File: src/rtl/video_types.sv
// Shared LCD timing types and default timing constants for the whizgraphics renderer.
package video_types;

  typedef enum logic [1:0] {
    HBLANK = 2'd0,
    VBLANK = 2'd1,
    OAM    = 2'd2,
    XFER   = 2'd3
  } lcd_mode_t;

  localparam int unsigned DEF_DOTS_PER_LINE = 456;
  localparam int unsigned DEF_OAM_DOTS      = 80;
  localparam int unsigned DEF_MIN_XFER_DOTS = 172;
  localparam int unsigned DEF_VISIBLE_LINES = 144;
  localparam int unsigned DEF_TOTAL_LINES   = 154;

endpackage

File: src/rtl/stat_irq_gen.sv
// STAT interrupt source combiner with a rising-edge detector; output is a registered one-cycle pulse.
module stat_irq_gen
  import video_types::*;
(
  input  logic      clk,
  input  logic      i_clear,
  input  logic [3:0] i_stat_en,
  input  lcd_mode_t i_mode,
  input  logic      i_lyc_match,
  output logic      o_stat_irq
);

  logic w_stat_line;
  logic r_prev;
  logic r_irq;

  always_comb begin
    w_stat_line = (i_stat_en[0] && (i_mode == HBLANK)) ||
                  (i_stat_en[1] && (i_mode == VBLANK)) ||
                  (i_stat_en[2] && (i_mode == OAM))    ||
                  (i_stat_en[3] && i_lyc_match);
  end

  // A line that stays high across a mode change yields no new pulse.
  always_ff @(posedge clk) begin
    if (i_clear) begin
      r_prev <= 1'b0;
      r_irq  <= 1'b0;
    end else begin
      r_prev <= w_stat_line;
      r_irq  <= w_stat_line && !r_prev;
    end
  end

  assign o_stat_irq = r_irq;

endmodule

File: src/rtl/lcd_mode_sequencer.sv
// LCD dot/line timing and mode sequencer with drawline handshake and CPU access gating.
// Optional STAT interrupt generation is enabled by defining WHIZ_STAT_IRQ_EN.
module lcd_mode_sequencer
  import video_types::*;
#(
  parameter int unsigned DOTS_PER_LINE = DEF_DOTS_PER_LINE,
  parameter int unsigned OAM_DOTS      = DEF_OAM_DOTS,
  parameter int unsigned MIN_XFER_DOTS = DEF_MIN_XFER_DOTS,
  parameter int unsigned VISIBLE_LINES = DEF_VISIBLE_LINES,
  parameter int unsigned TOTAL_LINES   = DEF_TOTAL_LINES
) (
  input  logic       clk,
  input  logic       reset,
  input  logic       lcd_enable,
  input  logic [7:0] lyc,
  input  logic [3:0] stat_en,
  input  logic       render_done,
  output logic       drawline,
  output logic [7:0] ly,
  output logic [8:0] dot,
  output lcd_mode_t  mode,
  output logic       lyc_match,
  output logic       vram_cpu_ok,
  output logic       oam_cpu_ok,
  output logic       vblank_irq,
  output logic       stat_irq,
  output logic       overrun
);

  localparam logic [8:0] DOT_LAST = 9'(DOTS_PER_LINE - 1);
  localparam logic [8:0] DOT_XFER = 9'(OAM_DOTS);
  localparam logic [8:0] DOT_XMIN = 9'(OAM_DOTS + MIN_XFER_DOTS - 1);
  localparam logic [7:0] LY_LAST  = 8'(TOTAL_LINES - 1);
  localparam logic [7:0] LY_VBL   = 8'(VISIBLE_LINES);

  logic      r_run;
  logic [8:0] r_dot;
  logic [7:0] r_ly;
  lcd_mode_t r_mode;
  logic      r_done;
  logic      r_drawline;
  logic      r_vblank_irq;
  logic      r_vram_ok;
  logic      r_oam_ok;
  logic      r_overrun;
  logic      r_lyc_match;

  logic      w_line_end;
  logic      w_xfer_exit;
  logic [8:0] w_ndot;
  logic [7:0] w_nly;
  lcd_mode_t w_nmode;
  logic      w_stat_clear;

  // Next-state view: the first enabled cycle lands on line 0 dot 0 rather than advancing.
  always_comb begin
    w_line_end  = (r_dot == DOT_LAST);
    w_xfer_exit = (r_done || render_done) && (r_dot >= DOT_XMIN);
    w_ndot      = '0;
    w_nly       = '0;
    if (r_run) begin
      w_ndot = w_line_end ? 9'd0 : r_dot + 9'd1;
      if (w_line_end)
        w_nly = (r_ly == LY_LAST) ? 8'd0 : r_ly + 8'd1;
      else
        w_nly = r_ly;
    end
    if (w_nly >= LY_VBL)
      w_nmode = VBLANK;
    else if (w_ndot < DOT_XFER)
      w_nmode = OAM;
    else if (w_ndot == DOT_XFER)
      w_nmode = XFER;
    else if ((r_mode == XFER) && !w_xfer_exit)
      w_nmode = XFER;
    else
      w_nmode = HBLANK;
  end

  always_ff @(posedge clk) begin
    if (reset || !lcd_enable) begin
      r_run        <= 1'b0;
      r_dot        <= '0;
      r_ly         <= '0;
      r_mode       <= HBLANK;
      r_done       <= 1'b0;
      r_drawline   <= 1'b0;
      r_vblank_irq <= 1'b0;
      r_vram_ok    <= 1'b1;
      r_oam_ok     <= 1'b1;
      r_overrun    <= 1'b0;
    end else begin
      r_run        <= 1'b1;
      r_dot        <= w_ndot;
      r_ly         <= w_nly;
      r_mode       <= w_nmode;
      r_drawline   <= (w_nmode == XFER) && (w_ndot == DOT_XFER);
      r_vblank_irq <= (w_nly == LY_VBL) && (w_ndot == 9'd0);
      r_vram_ok    <= (w_nmode != XFER);
      r_oam_ok     <= (w_nmode == HBLANK) || (w_nmode == VBLANK);
      if (w_ndot == 9'd0)
        r_done <= 1'b0;
      else if ((r_mode == XFER) && render_done)
        r_done <= 1'b1;
      if (r_run && (r_mode == XFER) && w_line_end)
        r_overrun <= 1'b1;
    end
    r_lyc_match <= (r_ly == lyc);
  end

  assign w_stat_clear = reset || !lcd_enable;

`ifdef WHIZ_STAT_IRQ_EN
  stat_irq_gen u_stat_irq_gen (
    .clk         (clk),
    .i_clear     (w_stat_clear),
    .i_stat_en   (stat_en),
    .i_mode      (r_mode),
    .i_lyc_match (r_lyc_match),
    .o_stat_irq  (stat_irq)
  );
`else
  logic w_unused_stat;
  assign w_unused_stat = ^{stat_en, w_stat_clear};
  assign stat_irq      = 1'b0;
`endif

  assign drawline    = r_drawline;
  assign ly          = r_ly;
  assign dot         = r_dot;
  assign mode        = r_mode;
  assign lyc_match   = r_lyc_match;
  assign vram_cpu_ok = r_vram_ok;
  assign oam_cpu_ok  = r_oam_ok;
  assign vblank_irq  = r_vblank_irq;
  assign overrun     = r_overrun;

endmodule

File: config.mk
export PLATFORM = sky130hd
export DESIGN_NAME = lcd_mode_sequencer
export DESIGN_NICKNAME = d
export VERILOG_FILES = /design/src/rtl/video_types.sv /design/src/rtl/stat_irq_gen.sv /design/src/rtl/lcd_mode_sequencer.sv
export SDC_FILE = /design/constraint.sdc
export NUM_CORES = 1
export LEC_CHECK = 0
export ABC_CLOCK_PERIOD_IN_PS = 2600
export CAP_MARGIN = 10
export CORE_MARGIN = 3
export CORE_UTILIZATION = 49
export CTS_BUF_LIST = sky130_fd_sc_hd__clkbuf_8
export DETAILED_ROUTE_END_ITERATION = 8
export PLACE_DENSITY = 0.82
export SLEW_MARGIN = 20
export SYNTH_ARGS = -nofsm -noshare
export SYNTH_HDL_FRONTEND = slang
export SYNTH_SLANG_ARGS = --single-unit
export TNS_END_PERCENT = 5
File: constraint.sdc
create_clock -name clk -period 2.6 [get_ports clk]
set_clock_uncertainty 0.05 [all_clocks]
set_input_delay 0.78 -clock clk [delete_from_list [all_inputs] [get_ports clk]]
set_output_delay 0.78 -clock clk [all_outputs]
set_load 0.01 [all_outputs]
==> results of run 1 <==
-- cells by family (layout without fill, tap and decap cells) --
kind of cell,Yosys count,in the layout,share of synthesized area
flops,27,27,0.365
buf+inv,15,51,0.0456
xor+xnor,18,18,0.106
simple gates,83,83,0.307
compound gates,30,30,0.140
fa+ha+maj,4,4,0.0338
other cells,1,1,0.00253
-- stage by stage --
stage / hold slack (ns) / instance area, um^2 / util / setup slack, ns
6_report: 0.447 / 1930 / 0.681 / 0.135
5_1_grt: 0.523 / 1930 / 0.681 / 0.00183
4_1_cts: 0.451 / 1930 / 0.681 / 0.134
3_5_place_dp: 0.427 / 1880 / 0.663 / 0.0686
3_3_place_gp: 0.411 / 1880 / 0.663 / 0.140
2_1_floorplan: 0.457 / 1480 / - / 0.176
-- worst max path at each step --
stage,from,end,slack (ns),cells after the start
5_1_grt,dot[0],oam_cpu_ok,0.002,8
4_1_cts,dot[0],oam_cpu_ok,0.13,8
3_3_place_gp,reset,vblank_irq,0.14,8
2_1_floorplan,dot[0],vblank_irq,0.18,8
6_report,dot[0],oam_cpu_ok,0.14,8
3_5_place_dp,reset,vblank_irq,0.07,8
-- synth_stat cells (2+ instances only) --
cell and instances:
a211o_1 2, a211oi_1 2, a21oi_1 6, a31oi_1 3, and2_1 2, and3_1 2
clkbuf_1 8, dfxtp_1 27, ha_1 4, inv_1 5, nand2_1 13, nand2b_1 4
nand3_1 11, nand4_1 4, nor2_1 19, nor3_1 11, nor4_1 2, nor4_2 2
o21a_1 2, o21ai_0 7, or2_2 2, or3_1 3, xnor2_1 13, xor2_1 5
-- routing by layer --
| layer | share of wire | up-vias | track usage |
|---|---|---|---|
| li1 | - | 698 | - |
| met1 | 0.42 | 678 | 0.242 |
| met2 | 0.51 | 37 | 0.386 |
| met3 | 0.035 | 10 | 0.0319 |
| met4 | 0.028 | 0 | 0.0805 |
| met5 | 0 | - | 0 |
-- power breakdown --
part,total (mW),internal (mW),switching [mW]
Clock,0.233,0.108,0.125
Sequential,0.420,0.416,0.00422
Combinational,0.0443,0.0276,0.0167
-- sequential cells by signal, summed over array words and instances, names as in the netlist --
signal	count
mode	2
vram_cpu_ok	1
r_run	1
vblank_irq	1
drawline	1
ly	8
overrun	1
oam_cpu_ok	1
lyc_match	1
r_done	1
dot	9
-- critical path: cells and delay by family (launching register included) --
family	cells	cell delay (ns)
simple gates	3	0.83
compound gates	3	0.55
fa+ha+maj	1	0.29
buf+inv	1	0.20
flops	1	0.44
-- final cells by class --
type | count | area, um^2 | share of cell area
sequential | 27 | 541 | 0.281
clock inverter | 1 | 7.51 | 0.00390
multi-input combinational | 136 | 873 | 0.454
timing repair buffer | 42 | 405 | 0.211
inverter | 5 | 18.8 | 0.00975
clock buffer | 3 | 41.3 | 0.0214
tap | 31 | 38.8 | 0.0201
-- layout by cell type, fill, tap and decap left out, types with 2 or more instances in the layout --
cell / count
nor2_1: 19
o21a_1: 2
xor2_1: 5
nor3_1: 11
o21ai_0: 7
nand3_1: 11
nor4_1: 2
a31oi_1: 3
dfxtp_1: 27
or3_1: 3
nand2_1: 13
and3_1: 2
a211o_1: 2
nand2b_1: 4
a21oi_1: 6
and2_1: 2
nand4_1: 4
or2_2: 2
clkdlybuf4s50_1: 36
a211oi_1: 2
buf_4: 6
inv_1: 5
nor4_2: 2
xnor2_1: 13
clkbuf_8: 3
ha_1: 4
==> impl_metrics.toml, run 1 <==
[final_layout]
fin_cells = 245
num-fill-cells = 251
syn_to_final_growth_pct = 30.0
antennaDiodeCount = 0
fin_nets = 235
layout-drive-gt1-share = 0.0935

[timing]
timing.final.hold_violations = 0
tns_ns = 0
setup_violations = 0
rsz0062_at_grt = "false"
min_period_ns = 2.46
finalMaxSlewViolations = 0
fin_crit_sh = 0.948
fmax_mhz = 406

[floorplanning]
num_io_pins = 42
die-area_um2 = 3720
start_util = 0.524
fp.dieW_um = 61.0
core_area_um2 = 2830
rows = 19
dieHeight_um = 61.0

[synth]
syn_area_um2 = 1480
synth.top_cells.by_area = "dfxtp_1, xnor2_1, nor2_1"
syn_area_per_cell_um2 = 8.32
synth_nets = 198
synth_top_cell_area_share = 0.365
synth_cell_types = 43
synth_warnings = 0
ys_ff_latch = 27
syn_inst = 178
synth_top_area_cell = "dfxtp_1"
synth-main-ff-cell = "dfxtp_1"
ys_seq_area_frac = 0.365
synth_edf_count = 0
async_reset_ff_frac = 0

[worst_setup_path]
worstPathCellList = "ha_1 -> nand4_1 -> buf_4 -> nor4_2 -> and4b_1 -> a211oi_2 -> o21a_1 -> a211o_1"
start_kind = "register"
end_kind = "register"
cp_data_required_time_ns = 2.71
worstReg2RegStart = "dot[0]"
reg2reg_setup_slack_ns = 0.14
reg2reg_to = "oam_cpu_ok"
slowest_delay_ns = 0.44
crit_fanout = 8
critPathArrivalTime_ns = 2.57
ff2ff_path_depth = 8
worst_path_max_delay_cell = "dfxtp_1"
path_class = "reg -> reg"

[clocking]
cts_sinks = 27
htree_num_levels = 1
post_cts_buffers = 0
ctsRootBufferMaster = "clkbuf_8"
cts_resized = 0
clkTransAtPathRegs_ns = 0.09
tritoncts = "built"
cts_hold_buf = 0
clk_latency_ns = 0.26
clock_path_buffers = 2
cts_buffers = 3

[placement]
gp_congestion = 0.932
dp.cells = 241
io_buffers = 36
hpwl_um = 2790

[power_and_ir_drop]
power_mw = 0.698
max-vdd-ir-drop_mv = 0.308
p_per_area_nw_per_um2 = 363
leakagePower_nw = 0.641

[route]
drtAntennaViolNets = 0
firstDrtPassIters = 4
drc = 0
wl_per_cell_um = 14.4
vias = 1423
drt-total-wl_um = 3530
initialDrtViolationCount = 64
routed_via_density = 5.81

[run_status]
outcome = "complete, no violations"

[worst_hold_path]
hp-start = "overrun"
min_to = "overrun"
hold_class = "reg -> reg"
hold_path_depth = 2

[flow_run]
drv_cap = 0

[global_route]
antenna_found_initial = 0
grt.total_usage = 0.210
grt_pass1_vias = 1404
grt_max_degree = 17
gr-total-overflow = 0
grt_pass1_wl_um = 5960
Power figures use the tool's default switching activity.
==> inputs of run 2 (changes only) <==
--- a/config.mk
+++ b/config.mk
@@ -6,7 +6,7 @@
 export NUM_CORES = 1
 export LEC_CHECK = 0
 export ABC_CLOCK_PERIOD_IN_PS = 2600
-export CAP_MARGIN = 10
+export CAP_MARGIN = 20
 export CORE_MARGIN = 3
 export CORE_UTILIZATION = 49
 export CTS_BUF_LIST = sky130_fd_sc_hd__clkbuf_8
==> results of run 2 <==
Same layout as run 1: the final DEF is identical, and so are final timing and power.
